## src/rtl/aes_pkg.sv

```systemverilog
// Shared definitions for the AES-128 round controller: default round count,
// FSM state encoding and the GF(2^8) round-constant helpers.
package aes_pkg;

  localparam int ROUND_DEFAULT = 10;
  localparam int ROUND_MAX     = 10;

  typedef enum logic [1:0] {
    ST_IDLE  = 2'd0,
    ST_LOAD  = 2'd1,
    ST_ROUND = 2'd2,
    ST_DONE  = 2'd3
  } aes_state_e;

  // Multiply by x in GF(2^8), reduced modulo x^8+x^4+x^3+x+1.
  function automatic logic [7:0] xtime(input logic [7:0] b);
    return {b[6:0], 1'b0} ^ (b[7] ? 8'h1b : 8'h00);
  endfunction

  // Round constant for round r (1-based); round 0 means "no expansion" and yields 0.
  function automatic logic [7:0] rcon_of(input int r);
    logic [7:0] v;
    v = 8'h01;
    if (r < 1) begin
      return 8'h00;
    end
    for (int i = 1; i < r; i++) begin
      v = xtime(v);
    end
    return v;
  endfunction

endpackage

```

## src/rtl/aes_round_ctrl_if.sv

```systemverilog
// Handshake and datapath-control bundle between the round controller
// (slave side) and the requester/datapath (master side).
interface aes_round_ctrl_if;
  logic       valid;
  logic       Ready;
  logic       busy;
  logic       state_load;
  logic       key_load;
  logic       round_en;
  logic       key_en;
  logic       last_round;
  logic [7:0] rcon;
  logic [3:0] round_cnt;

  modport master (
    output valid,
    input  Ready, busy, state_load, key_load, round_en, key_en,
           last_round, rcon, round_cnt
  );

  modport slave (
    input  valid,
    output Ready, busy, state_load, key_load, round_en, key_en,
           last_round, rcon, round_cnt
  );
endinterface

```

## src/rtl/aes_rcon_gen.sv

```systemverilog
// Combinational round-number to round-constant lookup; rounds outside 1..10 map to 0.
module aes_rcon_gen
  import aes_pkg::*;
(
  input  logic [3:0] round_i,
  output logic [7:0] rcon_o
);

  logic [7:0] rcon_tab [0:15];

  for (genvar gi = 0; gi < 16; gi++) begin : g_tab
    localparam logic [7:0] RCON_V = (gi <= ROUND_MAX) ? rcon_of(gi) : 8'h00;
    assign rcon_tab[gi] = RCON_V;
  end

  assign rcon_o = rcon_tab[round_i];

endmodule

```

## src/rtl/aes_round_ctrl.sv

```systemverilog
// AES-128 iterative round controller: sequences LOAD, ROUND rounds and DONE,
// driving datapath/key-schedule strobes decoded from the registered state and counter.
module aes_round_ctrl
  import aes_pkg::*;
#(
  parameter int ROUND = ROUND_DEFAULT
) (
  input  logic             clk,
  input  logic             rst_n,
  aes_round_ctrl_if.slave  bus
);

  if (ROUND < 1 || ROUND > ROUND_MAX) begin : g_bad_round
    $error("aes_round_ctrl: ROUND must lie in 1..10");
  end

  localparam logic [3:0] ROUND_W = 4'(ROUND);

  aes_state_e state_q;
  logic [3:0] cnt_q;
  logic [7:0] rcon;

  // The counter is only non-zero in ROUND, so rcon falls back to 0 elsewhere for free.
  always_ff @(posedge clk or negedge rst_n) begin
    if (!rst_n) begin
      state_q <= ST_IDLE;
      cnt_q   <= 4'd0;
    end else begin
      case (state_q)
        ST_IDLE: begin
          if (bus.valid) begin
            state_q <= ST_LOAD;
          end
        end
        ST_LOAD: begin
          state_q <= ST_ROUND;
          cnt_q   <= 4'd1;
        end
        ST_ROUND: begin
          if (cnt_q == ROUND_W) begin
            state_q <= ST_DONE;
            cnt_q   <= 4'd0;
          end else begin
            cnt_q   <= cnt_q + 4'd1;
          end
        end
        ST_DONE: begin
          if (!bus.valid) begin
            state_q <= ST_IDLE;
          end
        end
        default: begin
          state_q <= ST_IDLE;
          cnt_q   <= 4'd0;
        end
      endcase
    end
  end

  aes_rcon_gen u_rcon_gen (
    .round_i (cnt_q),
    .rcon_o  (rcon)
  );

  assign bus.Ready      = (state_q == ST_DONE);
  assign bus.busy       = (state_q == ST_LOAD) || (state_q == ST_ROUND);
  assign bus.state_load = (state_q == ST_LOAD);
  assign bus.key_load   = (state_q == ST_LOAD);
  assign bus.round_en   = (state_q == ST_ROUND);
  assign bus.key_en     = (state_q == ST_ROUND);
  assign bus.last_round = (state_q == ST_ROUND) && (cnt_q == ROUND_W);
  assign bus.rcon       = rcon;
  assign bus.round_cnt  = cnt_q;

endmodule

```

## src/flat_wrapper.sv

```systemverilog
// flat-port wrapper written by rule: the top's interface ports become plain ports
module aes_round_ctrl_flat import aes_pkg::*;
#(
  parameter int ROUND = ROUND_DEFAULT
)
  (clk, rst_n, bus_valid, bus_Ready, bus_busy, bus_state_load, bus_key_load, bus_round_en, bus_key_en, bus_last_round, bus_rcon, bus_round_cnt);
  aes_round_ctrl_if bus_i ();
  input  logic clk;
  input  logic rst_n;
  input wire logic [$bits(bus_i.valid)-1:0] bus_valid;
  output wire logic [$bits(bus_i.Ready)-1:0] bus_Ready;
  output wire logic [$bits(bus_i.busy)-1:0] bus_busy;
  output wire logic [$bits(bus_i.state_load)-1:0] bus_state_load;
  output wire logic [$bits(bus_i.key_load)-1:0] bus_key_load;
  output wire logic [$bits(bus_i.round_en)-1:0] bus_round_en;
  output wire logic [$bits(bus_i.key_en)-1:0] bus_key_en;
  output wire logic [$bits(bus_i.last_round)-1:0] bus_last_round;
  output wire logic [$bits(bus_i.rcon)-1:0] bus_rcon;
  output wire logic [$bits(bus_i.round_cnt)-1:0] bus_round_cnt;
  assign bus_i.valid = bus_valid;
  assign bus_Ready = bus_i.Ready;
  assign bus_busy = bus_i.busy;
  assign bus_state_load = bus_i.state_load;
  assign bus_key_load = bus_i.key_load;
  assign bus_round_en = bus_i.round_en;
  assign bus_key_en = bus_i.key_en;
  assign bus_last_round = bus_i.last_round;
  assign bus_rcon = bus_i.rcon;
  assign bus_round_cnt = bus_i.round_cnt;
  aes_round_ctrl #(.ROUND(ROUND)) u_core (.clk(clk), .rst_n(rst_n), .bus(bus_i));
endmodule
```

## config.mk

```make
export PLATFORM = sky130hd
export DESIGN_NAME = aes_round_ctrl_flat
export DESIGN_NICKNAME = d
export VERILOG_FILES = /design/src/rtl/aes_pkg.sv /design/src/rtl/aes_round_ctrl_if.sv /design/src/rtl/aes_rcon_gen.sv /design/src/rtl/aes_round_ctrl.sv /design/src/flat_wrapper.sv
export SDC_FILE = /design/constraint.sdc
export NUM_CORES = 1
export LEC_CHECK = 0
export ABC_AREA = 1
export CAP_MARGIN = 20
export CORE_UTILIZATION = 35
export DETAILED_ROUTE_END_ITERATION = 10
export PLACE_DENSITY = 0.77
export SLEW_MARGIN = 10
export SYNTH_ARGS = -nofsm -noshare
export SYNTH_HDL_FRONTEND = slang
export SYNTH_SLANG_ARGS = --single-unit
```

## constraint.sdc

```tcl
create_clock -name clk -period 1.1 [get_ports clk]
set_input_delay 0.11 -clock clk [delete_from_list [all_inputs] [get_ports clk]]
set_output_delay 0.11 -clock clk [all_outputs]
set_load 0.05 [all_outputs]
```

==> results by group, run 1 <==
Logic synthesis
  • Most used DFF post-synth: dfrtp_1
  • Most frequent cell after synthesis: nand2_1
  • Avg Inst Size Synth: 7.41 sq um
  • Leading area contributor after synthesis: dfrtp_1
  • Largest family of logic cells by synthesized area: simple AND/OR/NAND/NOR gates
  • Top cell type's share of synthesized area: 27.4%
  • Synthesized Nets: 87
  • Post-Syn Instances: 74
  • Synth Area in Adders: 22.8%
  • Mux contribution to synthesized area: 0%
  • Post-synth EDFFs: 0
  • Flops & latches, synth: 6
  • Post-synth cell types: 16
  • Syn. warnings: 0
  • Post-synthesis compound-gate area fraction: 9.82%
  • Top post-synthesis cells by count: 18 x nand2_1, 13 x inv_1, 10 x ha_1
  • Post-Synthesis Cell Area: 548 sq um
  • Synth Area in XOR/XNOR: 0%
  • Synth area leaders: dfrtp_1 27%, ha_1 23%, nand2_1 12%
  • Seq/Total Area, Yosys: 27.4%
  • Simple-gate share of the synthesized area: 27.6%
  • Async S/R FF share, synth: 100%

Run status
  • Tool error: [ERROR DPL-0038] Utilization greater than 100%, impossible to legalize
  • Status: aborted with a tool error
  • Stop stage: 4_1_cts

Clock network
  • TritonCTS Buffers: 3
  • Post-CTS Hold Buffers: 0
  • Clk sinks: 6
  • Root Buffer: clkbuf_4
  • Cts repair resizes: 37
  • Post-CTS Setup Bufs: 13
  • H-tree lvl count: 1
  • CTS max path bufs: 2

Placed design
  • Place WS: -191 ps
  • PortBufs: 21
  • Area post-placement: 0.00123 sq mm
  • HPWL after DPL: 1.57 mm
  • Routability-driven placement congestion ratio: 0.820

Floorplanning
  • # IOs: 22
  • Die W: 41.6 um
  • Die height: 41.6 um
  • Starting Density: 39.6%
  • Num rows: 13
-- through the flow --
stage	util, %	hold WS (ps)	std cells	setup TNS (ps)
3_5_place_dp	88.8	377	123	-2150
2_1_floorplan	-	-186	74	-3680
3_3_place_gp	88.8	364	123	-1560
-- kinds of logic after synthesis --
group           after synthesis
simple gates                 33
flops                         6
compound gates                9
buf+inv                      16
fa+ha+maj                    10
==> inputs of run 2 (changes only) <==
--- a/config.mk
+++ b/config.mk
@@ -7,9 +7,10 @@
 export LEC_CHECK = 0
 export ABC_AREA = 1
 export CAP_MARGIN = 20
-export CORE_UTILIZATION = 35
+export CORE_AREA = 2 2 63 65
 export DETAILED_ROUTE_END_ITERATION = 10
-export PLACE_DENSITY = 0.77
+export DIE_AREA = 0 0 65 67
+export PLACE_DENSITY_LB_ADDON = 0.15
 export SLEW_MARGIN = 10
 export SYNTH_ARGS = -nofsm -noshare
 export SYNTH_HDL_FRONTEND = slang
==> constraint.sdc (replaced) <==
create_clock -name clk -period 1.45 [get_ports clk]
set_input_delay 0.145 -clock clk [delete_from_list [all_inputs] [get_ports clk]]
set_output_delay 0.145 -clock clk [all_outputs]
set_load 0.05 [all_outputs]
==> run 2 against run 1 <==
The flow now finishes, with violations (setup timing); synthesized area did not move; synthesized cell count unchanged.
==> results by group, run 2 <==
Run status
  • Failing checks: setup timing
  • Status: finished with violations

Cells and area
  • Commonest non-fill, non-tap cell in the layout: buf_12
  • Ant. Diodes: 0
  • Final non-filler cell total: 160
  • Area Overhead vs Synth: 139%
  • Commonest non-fill, non-tap cells in the layout: 19 x buf_12, 14 x nand2_1, 13 x buf_4
  • Design area: 0.00131 sq mm
  • Final net count: 126
  • Largest register FFs: 4
  • Share of post-route cells with drive strength above 1: 60.7%
  • Final Util: 36.3%

Worst setup path
  • CP Class: reg2out
  • Crit Path Max Fanout: 6
  • Critical Path Source Type: register
  • FF-to-FF Start: u_core.state_q[0]
  • Worst setup EP type: output port
  • Crit path launch: u_core.bus.round_cnt[0]
  • CP arrival: 1360 ps
  • Data required, critical path: 1310 ps

Route
  • Final WL: 1.59 mm
  • DRC: 0
  • Vias: 592
  • WL per Instance: 9.94 um
  • Vias per cell: 3.70
  • ANT nets after route: 0
  • Drt initial violations: 5
  • Pre-antenna DRT Iters: 3

STA
  • RSZ-0062 raised after global routing: yes
  • Final hold vios: 0
  • Fin Setup TNS: -182 ps
  • Worst clock skew: 0.958 ps
  • Fmax achieved: 666 MHz
  • Min Tclk post-route: 1500 ps
  • Final hold slack: 168 ps
  • Fin crit share: 104%
  • Worst slew margin: 81.3%
  • Final worst slack: -51.5 ps
  • Slew @ Worst Pin: 280 ps
  • Setup violations, final: 6
  • Pins Over Slew Limit: 0

Placed design
  • PortBufs: 21
  • HPWL after DPL: 1.22 mm
  • Area post-placement: 0.00111 sq mm
  • Placed Cells incl. Taps: 144
  • Place WS: 51.4 ps
  • Routability-driven placement congestion ratio: 0.719

Logic synthesis
  • Synthesized Nets: 87
  • Post-Syn Instances: 74
  • Avg Inst Size Synth: 7.41 sq um
  • Top cell type's share of synthesized area: 27.4%
  • Post-synthesis compound-gate area fraction: 9.82%
  • Post-synth cell types: 16
  • Largest family of logic cells by synthesized area: simple AND/OR/NAND/NOR gates
  • Seq/Total Area, Yosys: 27.4%
  • Leading area contributor after synthesis: dfrtp_1
  • Flops & latches, synth: 6
  • Most used DFF post-synth: dfrtp_1
  • Synth Area in Adders: 22.8%
  • Synth Area in XOR/XNOR: 0%
  • Simple-gate share of the synthesized area: 27.6%
  • Post-Synthesis Cell Area: 548 sq um
  • Top post-synthesis cells by count: 18 x nand2_1, 13 x inv_1, 10 x ha_1
  • Async S/R FF share, synth: 100%
  • Most frequent cell after synthesis: nand2_1
  • Post-synth EDFFs: 0
  • Synth area leaders: dfrtp_1 27%, ha_1 23%, nand2_1 12%
  • Syn. warnings: 0
  • Mux contribution to synthesized area: 0%

Clock network
  • Root Buffer: clkbuf_8
  • Clk sinks: 6
  • TritonCTS clock tree: done
  • Worst-path clk slew: 40 ps
  • Clk_lat worst skew: 220 ps
  • TritonCTS Buffers: 3
  • H-tree lvl count: 1
  • CTS max path bufs: 2
  • Post-CTS Hold Buffers: 0

Global route
  • First-pass GRT wire length: 2.93 mm
  • Antenna violations before repair: 0
  • Largest net degree at the start of global routing: 7
  • Vias in the first global route: 644
  • GRT Util Overall: 8.56%
  • Grt ovf: 0

Floorplanning
  • Die height: 67 um
  • Die W: 65 um
  • Starting Density: 15.2%
  • Core box area: 0.00361 sq mm
  • DIE AREA: 0.00436 sq mm
  • # IOs: 22
  • Num rows: 22

Worst hold path
  • Hold Crit Class: in2async

Power and ir drop
  • Overall Power: 3.12 mW
  • Peak supply drop: 1250 uV
  • Cell Pwr Density: 2390 mW/mm^2
  • P_leak: 0.559 nW

Run
  • Max cap viols: 0
[run 2: report_power, final]
group / internal (mW) / total [mW] / switching (mW)
Sequential: 0.235 / 0.329 / 0.0941
Combinational: 1.18 / 2.53 / 1.35
Clock: 0.190 / 0.267 / 0.0776
[run 2: cell families (layout without fill, tap and decap cells)]
kind of cell / count (synthesis) / after routing
and+or+nand+nor: 33 / 33
buffers and inverters: 16 / 54
adders and majority gates: 10 / 10
AOI/OAI and AO/OA: 9 / 9
DFF: 6 / 6
[run 2: layer usage]
layer  vias to the layer above  track usage [%]  routed length, um  part of all wire, %
li1                        304                -                  -                    -
met1                       274             9.91                635                   40
met2                        12             15.3                863                   54
met3                         2             2.36                 82                  5.2
met4                         0             2.39                 10                 0.63
met5                         -                0                  0                    0
[run 2: timing repair]
| item | CTS | global route |
|---|---|---|
| pin swaps | 5 | 3 |
| buffers inserted | 10 | 2 |
| gates resized for setup | 9 | 7 |
| endpoints found under the setup margin | 8 | 16 |
| endpoints found under the hold margin | 0 | 0 |
[run 2: cell type report]
class	instances	area, sq um
clock buffers	4	45.0
fillers	357	2300
inverters	14	60.1
multi-input cells	52	468
flip-flops and latches	6	155
well taps	48	60.1
repair buffers	36	520
[run 2: worst max-delay path, cell delays in order (launching register included)]
cell and delay [ps]:
dfrtp_2 450, ha_2 220, ha_1 170, nand2_1 70, nand2_2 70, buf_12 150
[run 2: path summary, 6_finish.rpt]
path,to,slack (ps),depth (start not counted)
min in group clk,u_core.state_q[1],550,2
max reg2reg,u_core.state_q[1],100,8
max,bus_rcon[2],-50,5
min reg2reg,u_core.state_q[1],550,2
min,u_core.state_q[0],170,1
max in group asynchronous,u_core.bus.round_cnt[3],1040,1
Power figures use the tool's default switching activity.
==> inputs of run 3 (changes only) <==
--- a/config.mk
+++ b/config.mk
@@ -6,6 +6,7 @@
 export NUM_CORES = 1
 export LEC_CHECK = 0
 export ABC_AREA = 1
+export ABC_CLOCK_PERIOD_IN_PS = 1450
 export CAP_MARGIN = 20
 export CORE_AREA = 2 2 63 65
 export DETAILED_ROUTE_END_ITERATION = 10
==> results of run 3 <==
The final DEF is identical to that of run 2; final timing and power are the same.
